### src/rtl/md_issue_if.sv
// Decode-to-multiply/divide issue bus.
// The master side is the decode stage; the slave side is md_issue_ctrl.
interface md_issue_if #(
  parameter int CNT_W = 32
);
  logic             d_valid;
  logic [3:0]       d_md_op;
  logic [31:0]      d_rs_val;
  logic [31:0]      d_rt_val;
  logic             flush;
  logic             stall_d;
  logic             md_start;
  logic [3:0]       md_c;
  logic [31:0]      md_data1;
  logic [31:0]      md_data2;
  logic [1:0]       mf_sel;
  logic             div0;
  logic [CNT_W-1:0] stall_cnt;

  modport master (
    output d_valid, d_md_op, d_rs_val, d_rt_val, flush,
    input  stall_d, md_start, md_c, md_data1, md_data2, mf_sel, div0, stall_cnt
  );

  modport slave (
    input  d_valid, d_md_op, d_rs_val, d_rt_val, flush,
    output stall_d, md_start, md_c, md_data1, md_data2, mf_sel, div0, stall_cnt
  );
endinterface

### src/rtl/md_issue_ctrl.sv
// Execute-stage issue controller in front of the multiply/divide unit.
// Registers opcode and operands, pulses md_start for mult/div, shadows the
// unit's busy window with a down-counter and stalls decode on md ops while
// that window is open. stall_cnt is a saturating performance counter.
module md_issue_ctrl #(
  parameter int MUL_LAT = 5,
  parameter int DIV_LAT = 10,
  parameter int CNT_W   = 32
) (
  input  logic        clk,
  input  logic        reset,
  md_issue_if.slave   bus
);

  localparam int LAT_MAX = (MUL_LAT > DIV_LAT) ? MUL_LAT : DIV_LAT;
  localparam int LAT_W   = $clog2(LAT_MAX + 1);

  localparam logic [3:0] OP_MULT  = 4'd1;
  localparam logic [3:0] OP_MULTU = 4'd2;
  localparam logic [3:0] OP_DIV   = 4'd3;
  localparam logic [3:0] OP_DIVU  = 4'd4;
  localparam logic [3:0] OP_MTHI  = 4'd5;
  localparam logic [3:0] OP_MTLO  = 4'd6;
  localparam logic [3:0] OP_MFHI  = 4'd7;
  localparam logic [3:0] OP_MFLO  = 4'd8;

  logic [LAT_W-1:0] cnt_q, cnt_d;
  logic             start_q, start_d;
  logic [3:0]       c_q, c_d;
  logic [31:0]      d1_q, d1_d;
  logic [31:0]      d2_q, d2_d;
  logic [1:0]       mf_q, mf_d;
  logic             div0_q, div0_d;
  logic [CNT_W-1:0] stall_cnt_q, stall_cnt_d;

  logic is_md;
  logic stall;
  logic accept;

  // Decode qualification, stall and next-state for all issue registers.
  always_comb begin
    is_md  = bus.d_valid && (bus.d_md_op != 4'd0) && (bus.d_md_op <= OP_MFLO);
    stall  = is_md && (cnt_q != '0);
    accept = is_md && !stall && !bus.flush;

    start_d = 1'b0;
    c_d     = 4'd0;
    mf_d    = 2'd0;
    div0_d  = 1'b0;
    d1_d    = d1_q;
    d2_d    = d2_q;
    cnt_d   = (cnt_q != '0) ? cnt_q - LAT_W'(1) : cnt_q;
    stall_cnt_d = (stall && (stall_cnt_q != '1)) ? stall_cnt_q + CNT_W'(1)
                                                 : stall_cnt_q;

    // A load only happens with cnt_q == 0, so it never races the decrement.
    if (accept) begin
      case (bus.d_md_op)
        OP_MULT, OP_MULTU: begin
          start_d = 1'b1;
          c_d     = bus.d_md_op;
          d1_d    = bus.d_rs_val;
          d2_d    = bus.d_rt_val;
          cnt_d   = LAT_W'(MUL_LAT);
        end
        OP_DIV, OP_DIVU: begin
          start_d = 1'b1;
          c_d     = bus.d_md_op;
          d1_d    = bus.d_rs_val;
          d2_d    = bus.d_rt_val;
          cnt_d   = LAT_W'(DIV_LAT);
          div0_d  = (bus.d_rt_val == 32'd0);
        end
        OP_MTHI, OP_MTLO: begin
          c_d  = bus.d_md_op;
          d1_d = bus.d_rs_val;
        end
        OP_MFHI: mf_d = 2'd1;
        OP_MFLO: mf_d = 2'd2;
        default: ;
      endcase
    end
  end

  // Issue registers; reset kills any operation in flight and idles the unit.
  always_ff @(posedge clk or negedge reset) begin
    if (!reset) begin
      cnt_q       <= '0;
      start_q     <= 1'b0;
      c_q         <= 4'd0;
      d1_q        <= 32'd0;
      d2_q        <= 32'd0;
      mf_q        <= 2'd0;
      div0_q      <= 1'b0;
      stall_cnt_q <= '0;
    end else begin
      cnt_q       <= cnt_d;
      start_q     <= start_d;
      c_q         <= c_d;
      d1_q        <= d1_d;
      d2_q        <= d2_d;
      mf_q        <= mf_d;
      div0_q      <= div0_d;
      stall_cnt_q <= stall_cnt_d;
    end
  end

  assign bus.stall_d   = stall;
  assign bus.md_start  = start_q;
  assign bus.md_c      = c_q;
  assign bus.md_data1  = d1_q;
  assign bus.md_data2  = d2_q;
  assign bus.mf_sel    = mf_q;
  assign bus.div0      = div0_q;
  assign bus.stall_cnt = stall_cnt_q;

endmodule

### src/flat_wrapper.sv
// flat-port wrapper written by rule: the top's interface ports become plain ports
module md_issue_ctrl_flat 
#(
  parameter int MUL_LAT = 5,
  parameter int DIV_LAT = 10,
  parameter int CNT_W   = 32
)
  (clk, reset, bus_d_valid, bus_d_md_op, bus_d_rs_val, bus_d_rt_val, bus_flush, bus_stall_d, bus_md_start, bus_md_c, bus_md_data1, bus_md_data2, bus_mf_sel, bus_div0, bus_stall_cnt);
  md_issue_if #(.CNT_W(CNT_W)) bus_i ();
  input  logic clk;
  input  logic reset;
  input wire logic [$bits(bus_i.d_valid)-1:0] bus_d_valid;
  input wire logic [$bits(bus_i.d_md_op)-1:0] bus_d_md_op;
  input wire logic [$bits(bus_i.d_rs_val)-1:0] bus_d_rs_val;
  input wire logic [$bits(bus_i.d_rt_val)-1:0] bus_d_rt_val;
  input wire logic [$bits(bus_i.flush)-1:0] bus_flush;
  output wire logic [$bits(bus_i.stall_d)-1:0] bus_stall_d;
  output wire logic [$bits(bus_i.md_start)-1:0] bus_md_start;
  output wire logic [$bits(bus_i.md_c)-1:0] bus_md_c;
  output wire logic [$bits(bus_i.md_data1)-1:0] bus_md_data1;
  output wire logic [$bits(bus_i.md_data2)-1:0] bus_md_data2;
  output wire logic [$bits(bus_i.mf_sel)-1:0] bus_mf_sel;
  output wire logic [$bits(bus_i.div0)-1:0] bus_div0;
  output wire logic [$bits(bus_i.stall_cnt)-1:0] bus_stall_cnt;
  assign bus_i.d_valid = bus_d_valid;
  assign bus_i.d_md_op = bus_d_md_op;
  assign bus_i.d_rs_val = bus_d_rs_val;
  assign bus_i.d_rt_val = bus_d_rt_val;
  assign bus_i.flush = bus_flush;
  assign bus_stall_d = bus_i.stall_d;
  assign bus_md_start = bus_i.md_start;
  assign bus_md_c = bus_i.md_c;
  assign bus_md_data1 = bus_i.md_data1;
  assign bus_md_data2 = bus_i.md_data2;
  assign bus_mf_sel = bus_i.mf_sel;
  assign bus_div0 = bus_i.div0;
  assign bus_stall_cnt = bus_i.stall_cnt;
  md_issue_ctrl #(.MUL_LAT(MUL_LAT), .DIV_LAT(DIV_LAT), .CNT_W(CNT_W)) u_core (.clk(clk), .reset(reset), .bus(bus_i));
endmodule
### config.mk
export PLATFORM = sky130hd
export DESIGN_NAME = md_issue_ctrl_flat
export DESIGN_NICKNAME = d
export VERILOG_FILES = /design/src/rtl/md_issue_if.sv /design/src/rtl/md_issue_ctrl.sv /design/src/flat_wrapper.sv
export SDC_FILE = /design/constraint.sdc
export NUM_CORES = 1
export LEC_CHECK = 0
export CORE_AREA = 4 4 115 117
export DETAILED_ROUTE_END_ITERATION = 7
export DIE_AREA = 0 0 119 121
export GPL_ROUTABILITY_DRIVEN = 0
export MAX_ROUTING_LAYER = met4
export PLACE_DENSITY = 0.72
export SETUP_SLACK_MARGIN = 0.5
export SYNTH_ARGS = -nofsm -noshare
export SYNTH_HDL_FRONTEND = slang
export SYNTH_SLANG_ARGS = --single-unit
### constraint.sdc
create_clock -name clk -period 2.7 [get_ports clk]
set_input_delay 0.81 -clock clk [delete_from_list [all_inputs] [get_ports clk]]
set_output_delay 0.81 -clock clk [all_outputs]
set_load 0.03 [all_outputs]
# --- Word level (Yosys, flattened, before mapping) ---
# Cells that the tools add are included.
word_totals:
  wordCells: 48
  output_inout_bits: 105
  regBits: 108
classes:
  addsub: 2
  order_cmp: 1
  mux: 11
  eq_ne: 9
  n_reduce_logical: 17
ops:
  columns: ["cell", "count"]
  rows:
  - ["$add 32x1->32 const B", 1]
  - ["$logic_not 32->1", 1]
  - ["$ne 32x32->1 const B", 1]
  - ["$eq 4x3->1 const B", 4]
  - ["$mux 4", 4]
  - ["$eq 4x2->1 const B", 2]
  - ["$pmux 4 s2", 1]
  - ["$reduce_bool 4->1", 2]
  - ["$logic_and 1x1->1", 6]
  - ["$reduce_or 6->1", 1]
  - ["$eq 4x1->1 const B", 1]
  - ["$eq 4x4->1 const B", 1]
  - ["$le 4x4->1 const B", 1]
  - ["$mux 1", 4]
  - ["$pmux 2 s2", 1]
  - ["$reduce_and 2->1", 2]
  - ["$reduce_or 2->1", 2]
  - ["$reduce_or 4->1", 1]
  - ["$sub 4x1->4 const B", 1]
  - ["$logic_not 1->1", 2]
  - ["$mux 2", 1]

# --- Logic depth before layout (Yosys ltp) ---
logic_depth:
  word_depth: 8
  ltp_mapped: 10

# --- Worst setup path before layout ---
# Ideal clock, no wire load.
synth_timing:
  kind: "input port to flip-flop"
  startpoint: "in bus_d_md_op[1]"
  endpoint: "reg u_core.stall_cnt_q[15], in the netlist u_core.bus.stall_cnt[15]"
  path_slack_ps: 189
  t_required_ps: 2567
  path_stages: 8
  n_path_buf: 2
  setup_time_ps: 133
  arrival_time_ps: 2378
  cell_sequence: "buf_2 o31ai_1 nand4_1 inv_2 o31ai_2 buf_6 or4_4 xnor2_1"
synth_via:
  elab_chain_len: 5
  word_cells_on_any_way: 6
  classes_between: "1 x order compare; 5 x reduce/logical"
synth_lines:
  columns: ["item", "line_no", "rtl"]
  rows:
  - ["from (decl)", "flat_wrapper.sv:13", "input wire logic [$bits(bus_i.d_md_op)-1:0] bus_d_md_op;"]
  - ["parallel branches: the longest is 2 deep, another holds $le 4x4->1", null, null]
  - ["$logic_and 1x1->1 (*)", "md_issue_ctrl.sv:42", "is_md = bus.d_valid && (bus.d_md_op != 4'd0) && (bus.d_md_op <= OP_MFLO);"]
  - ["$logic_and 1x1->1 (*)", "md_issue_ctrl.sv:43", "stall = is_md && (cnt_q != '0);"]
  - ["net bus_stall_d", "flat_wrapper.sv:17", "output wire logic [$bits(bus_i.stall_d)-1:0] bus_stall_d;"]
  - ["$logic_and 1x1->1 (*)", "md_issue_ctrl.sv:53", "stall_cnt_d = (stall && (stall_cnt_q != '1)) ? stall_cnt_q + CNT_W'(1)"]
  - ["to (signal assigned)", "md_issue_ctrl.sv:104", "stall_cnt_q <= stall_cnt_d;"]
  - ["to (decl)", "md_issue_ctrl.sv:34", "logic [CNT_W-1:0] stall_cnt_q, stall_cnt_d;"]
# Mark *: on every way through the listed nets, which the timed path passes.
# A chain may end at the register's enable or synchronous reset.

# --- Final worst setup path ---
layout_timing:
  startpoint: "in bus_d_md_op[1]"
  endpoint: "out bus_stall_d"
layout_via:
  elab_chain_len: 4
  word_cells_on_any_way: 5
  classes_between: "1 x order compare; 4 x reduce/logical"
layout_lines:
  columns: ["item", "line_no"]
  rows:
  - ["parallel branches: the longest is 2 deep, another holds $le 4x4->1", null]
  - ["$logic_and 1x1->1 (*)", "md_issue_ctrl.sv:42"]
  - ["$logic_and 1x1->1 (*)", "md_issue_ctrl.sv:43"]
  - ["to (decl)", "flat_wrapper.sv:17"]
# Mark *: on every way between the ends.

==> flow_summary.ini <==
[worst_setup_path]
slowest_stage = or4_4
path_buf_inv = 3
cp_top_family = simple AND/OR/NAND/NOR gates
crit_type = input pin to primary output
crit_chain = buf_6, or4_4, nand4_1, inv_2, buf_6
crit_top_cell = buf_6
max_stage_delay_ns = 0.51
startpoint_type = input pin
crit_arrival_ns = 1.85
cp.required_ns = 1.89
crit_path_end_kind = primary output
crit_fanout = 2

[logic_synthesis]
ys.warnings.count = 0
syn_nets = 423
synthesis.area_sq_um = 4820
synth_ff_type = dfrtp_1
synth_edf_count = 0
synth.distinct_cells = 39
syn_inst = 349
synthArstFlopShare_pct = 100
synth_seq_area_share_pct = 56.0
synth.avg_cell_area_sq_um = 13.8
synth_seq_cells = 108

[die]
fp.dieArea_sq_um = 14400
die_w_um = 119
rows = 41
io_pins = 177
coreArea_sq_um = 12400
initial_core_util_pct = 39.0
die_y_um = 121

[power]
vdd_drop_max_v = 0.000440
p_total_mw = 6.90
powerDensity_nw_per_um2 = 894
leakage_nw = 4.20

[timing]
final.setup_skew_ns = 0.00977
fin_crit_sh_pct = 98.6
drv_slew = 0
fin_hold_ws_ns = 0.432
period_needed_ns = 2.66
finalHoldViolations = 0
finalSetupViolations = 0
relSlewSlack_pct = 65.3
rsz0062_at_grt = true
tightest_slew_ns = 0.516
max_freq_mhz = 375

[grt]
grt_max_degree = 58
antenna_found_initial = 0
first_global_vias = 3754
grt_util_all_layers_pct = 18.3
overflow = 0
grt_pass1_wl_mm = 20.3

[drt]
ant_nets = 0
wl_per_cell_um = 17.6
drtPass1Iterations = 4
route.detailed.drc = 0
wl_mm = 13.0
drtIter0Drc = 185
vias_per_cell = 4.94
vias = 3667

[finish]
areaGrowthSynthToFinish_pct = 59.9
layout-drive-gt1-share_pct = 29.4
mostFrequentLayoutCells = dfrtp_1, clkdlybuf4s50_1, dlygate4sd2_1, mux2_4, dlymetal6s2s_1
num-nets-final = 640
diodes = 0
final_cells = 743
final_common_cell = dfrtp_1

[placed_design]
dp_cells = 707
dpl.hpwl_mm = 9.41
port_buffers = 176

[outcome]
status = finished, final reports clean

[clock_tree]
clk_pin_slew_ns = 0.07
insertion_delay_ns = 0.34
clockBufferDepth = 2
cts_sinks = 108
cts_made_buffers = 9
ctsHoldBuffers = 0
htree_levels = 3
ctsRootBufferMaster = clkbuf_16
cts_tree = done

[flow_run]
cap_violations = 0

[hold_path]
min_path_type = input pin to async pin
[metal layers]
metal / wire length (um) / vias to the layer above / global-route usage (%)
li1: - / 1683 / -
met1: 5890 / 1828 / 23.9
met2: 6220 / 135 / 28.7
met3: 634 / 21 / 3.31
met4: 301 / 0 / 6.73
met5: 0 / - / -
[layout make-up]
type	instances	area [sq um]
Fill cell	976	4650
Sequential cell	108	2700
Timing Repair Buffer	217	2310
Multi-Input combinational cell	218	2160
Clock buffer	11	243
Tap cell	172	215
Inverter	12	45.0
Clock inverter	5	37.5
[sequential cells by signal, indices dropped and copies added (netlist names)]
name and flops:
u_core.bus.stall_cnt 32, u_core.bus.div0 1, u_core.bus.mf_sel 2, u_core.bus.md_c 4
u_core.bus.md_data1 32, u_core.cnt_q 4, u_core.bus.md_start 1, u_core.bus.md_data2 32
[where the power goes]
group	leakage (nW)	internal [mW]	switching, mW
registers	1.41	2.14	0.317
clock network	0.132	0.653	0.579
logic	2.66	1.54	1.67
total	4.20	4.33	2.56
[worst reg2reg max path, stage by stage, from the launching register on]
cell	delay [ns]
dfrtp_1	0.40
inv_1	0.08
ha_2	0.17
or3b_4	0.40
buf_6	0.13
buf_6	0.11
nor3_4	0.23
buf_6	0.15
nand3_4	0.10
buf_12	0.17
buf_12	0.14
mux2_4	0.30
[cell families after synthesis]
group	synth area share, %
adder cells (fa/ha/maj)	0.519
XOR/XNOR	5.63
multiplexers	20.1
buffers and inverters	2.96
flip-flops	56.0
AO/OA/AOI/OAI	1.63
AND/OR/NAND/NOR	13.1
other	0.0777
[through the flow]
| stage | utilization [%] | setup TNS (ns) | instance area (sq um) | setup WS [ns] |
|---|---|---|---|---|
| global placement | 56.8 | -4.15 | 7020 | -0.782 |
| global route | 62.4 | -0.00483 | 7710 | -0.00483 |
| detailed placement | 56.8 | -5.68 | 7020 | -0.791 |
| CTS | 60.8 | 0 | 7510 | 0.0301 |
| floorplan | - | 0 | 4910 | 0.231 |
| finish | 62.4 | 0 | 7710 | 0.0366 |
[final timing paths]
check,start,endpoint,slack [ns],cells past startpoint
max,bus_d_md_op[1],bus_stall_d,0.04,5
min,reset,u_core.bus.md_data1[0]$_DFFE_PN0P_,0.43,1
max reg2reg,u_core.cnt_q[1]$_DFF_PN0_,u_core.bus.md_data2[26]$_DFFE_PN0P_,0.22,11
min reg2reg,u_core.bus.stall_cnt[17]$_DFFE_PN0P_,u_core.bus.stall_cnt[17]$_DFFE_PN0P_,0.49,1
max in group asynchronous,reset,u_core.bus.md_data1[12]$_DFFE_PN0P_,1.55,2
min in group clk,u_core.bus.stall_cnt[17]$_DFFE_PN0P_,u_core.bus.stall_cnt[17]$_DFFE_PN0P_,0.49,1
[cell usage after synthesis (all sizes together), types with 2 or more instances]
cell | count | area [sq um]
nor4 | 12 | 75.1
mux2 | 67 | 968
nand4 | 14 | 87.6
nor3b | 2 | 15.0
buf | 10 | 93.8
or4 | 3 | 26.3
and3 | 5 | 31.3
nand3 | 16 | 105
and2 | 2 | 12.5
nor2 | 11 | 41.3
ha | 2 | 25.0
dfrtp | 108 | 2700
a211o | 2 | 17.5
and4 | 3 | 26.3
nand2 | 18 | 67.6
o31ai | 2 | 20.0
o21ai | 3 | 15.0
xnor2 | 23 | 201
xor2 | 8 | 70.1
or3 | 4 | 25.0
nor3 | 12 | 71.3
inv | 12 | 45.0
[what timing repair did]
item                                    CTS  global route
endpoints found under the hold margin     0             0
pin swaps                                 8            14
buffers inserted                         12             4
cloned                                    4             0
endpoints found under the setup margin  157           115
resized for setup                       105            49
Power figures use the tool's default switching activity.
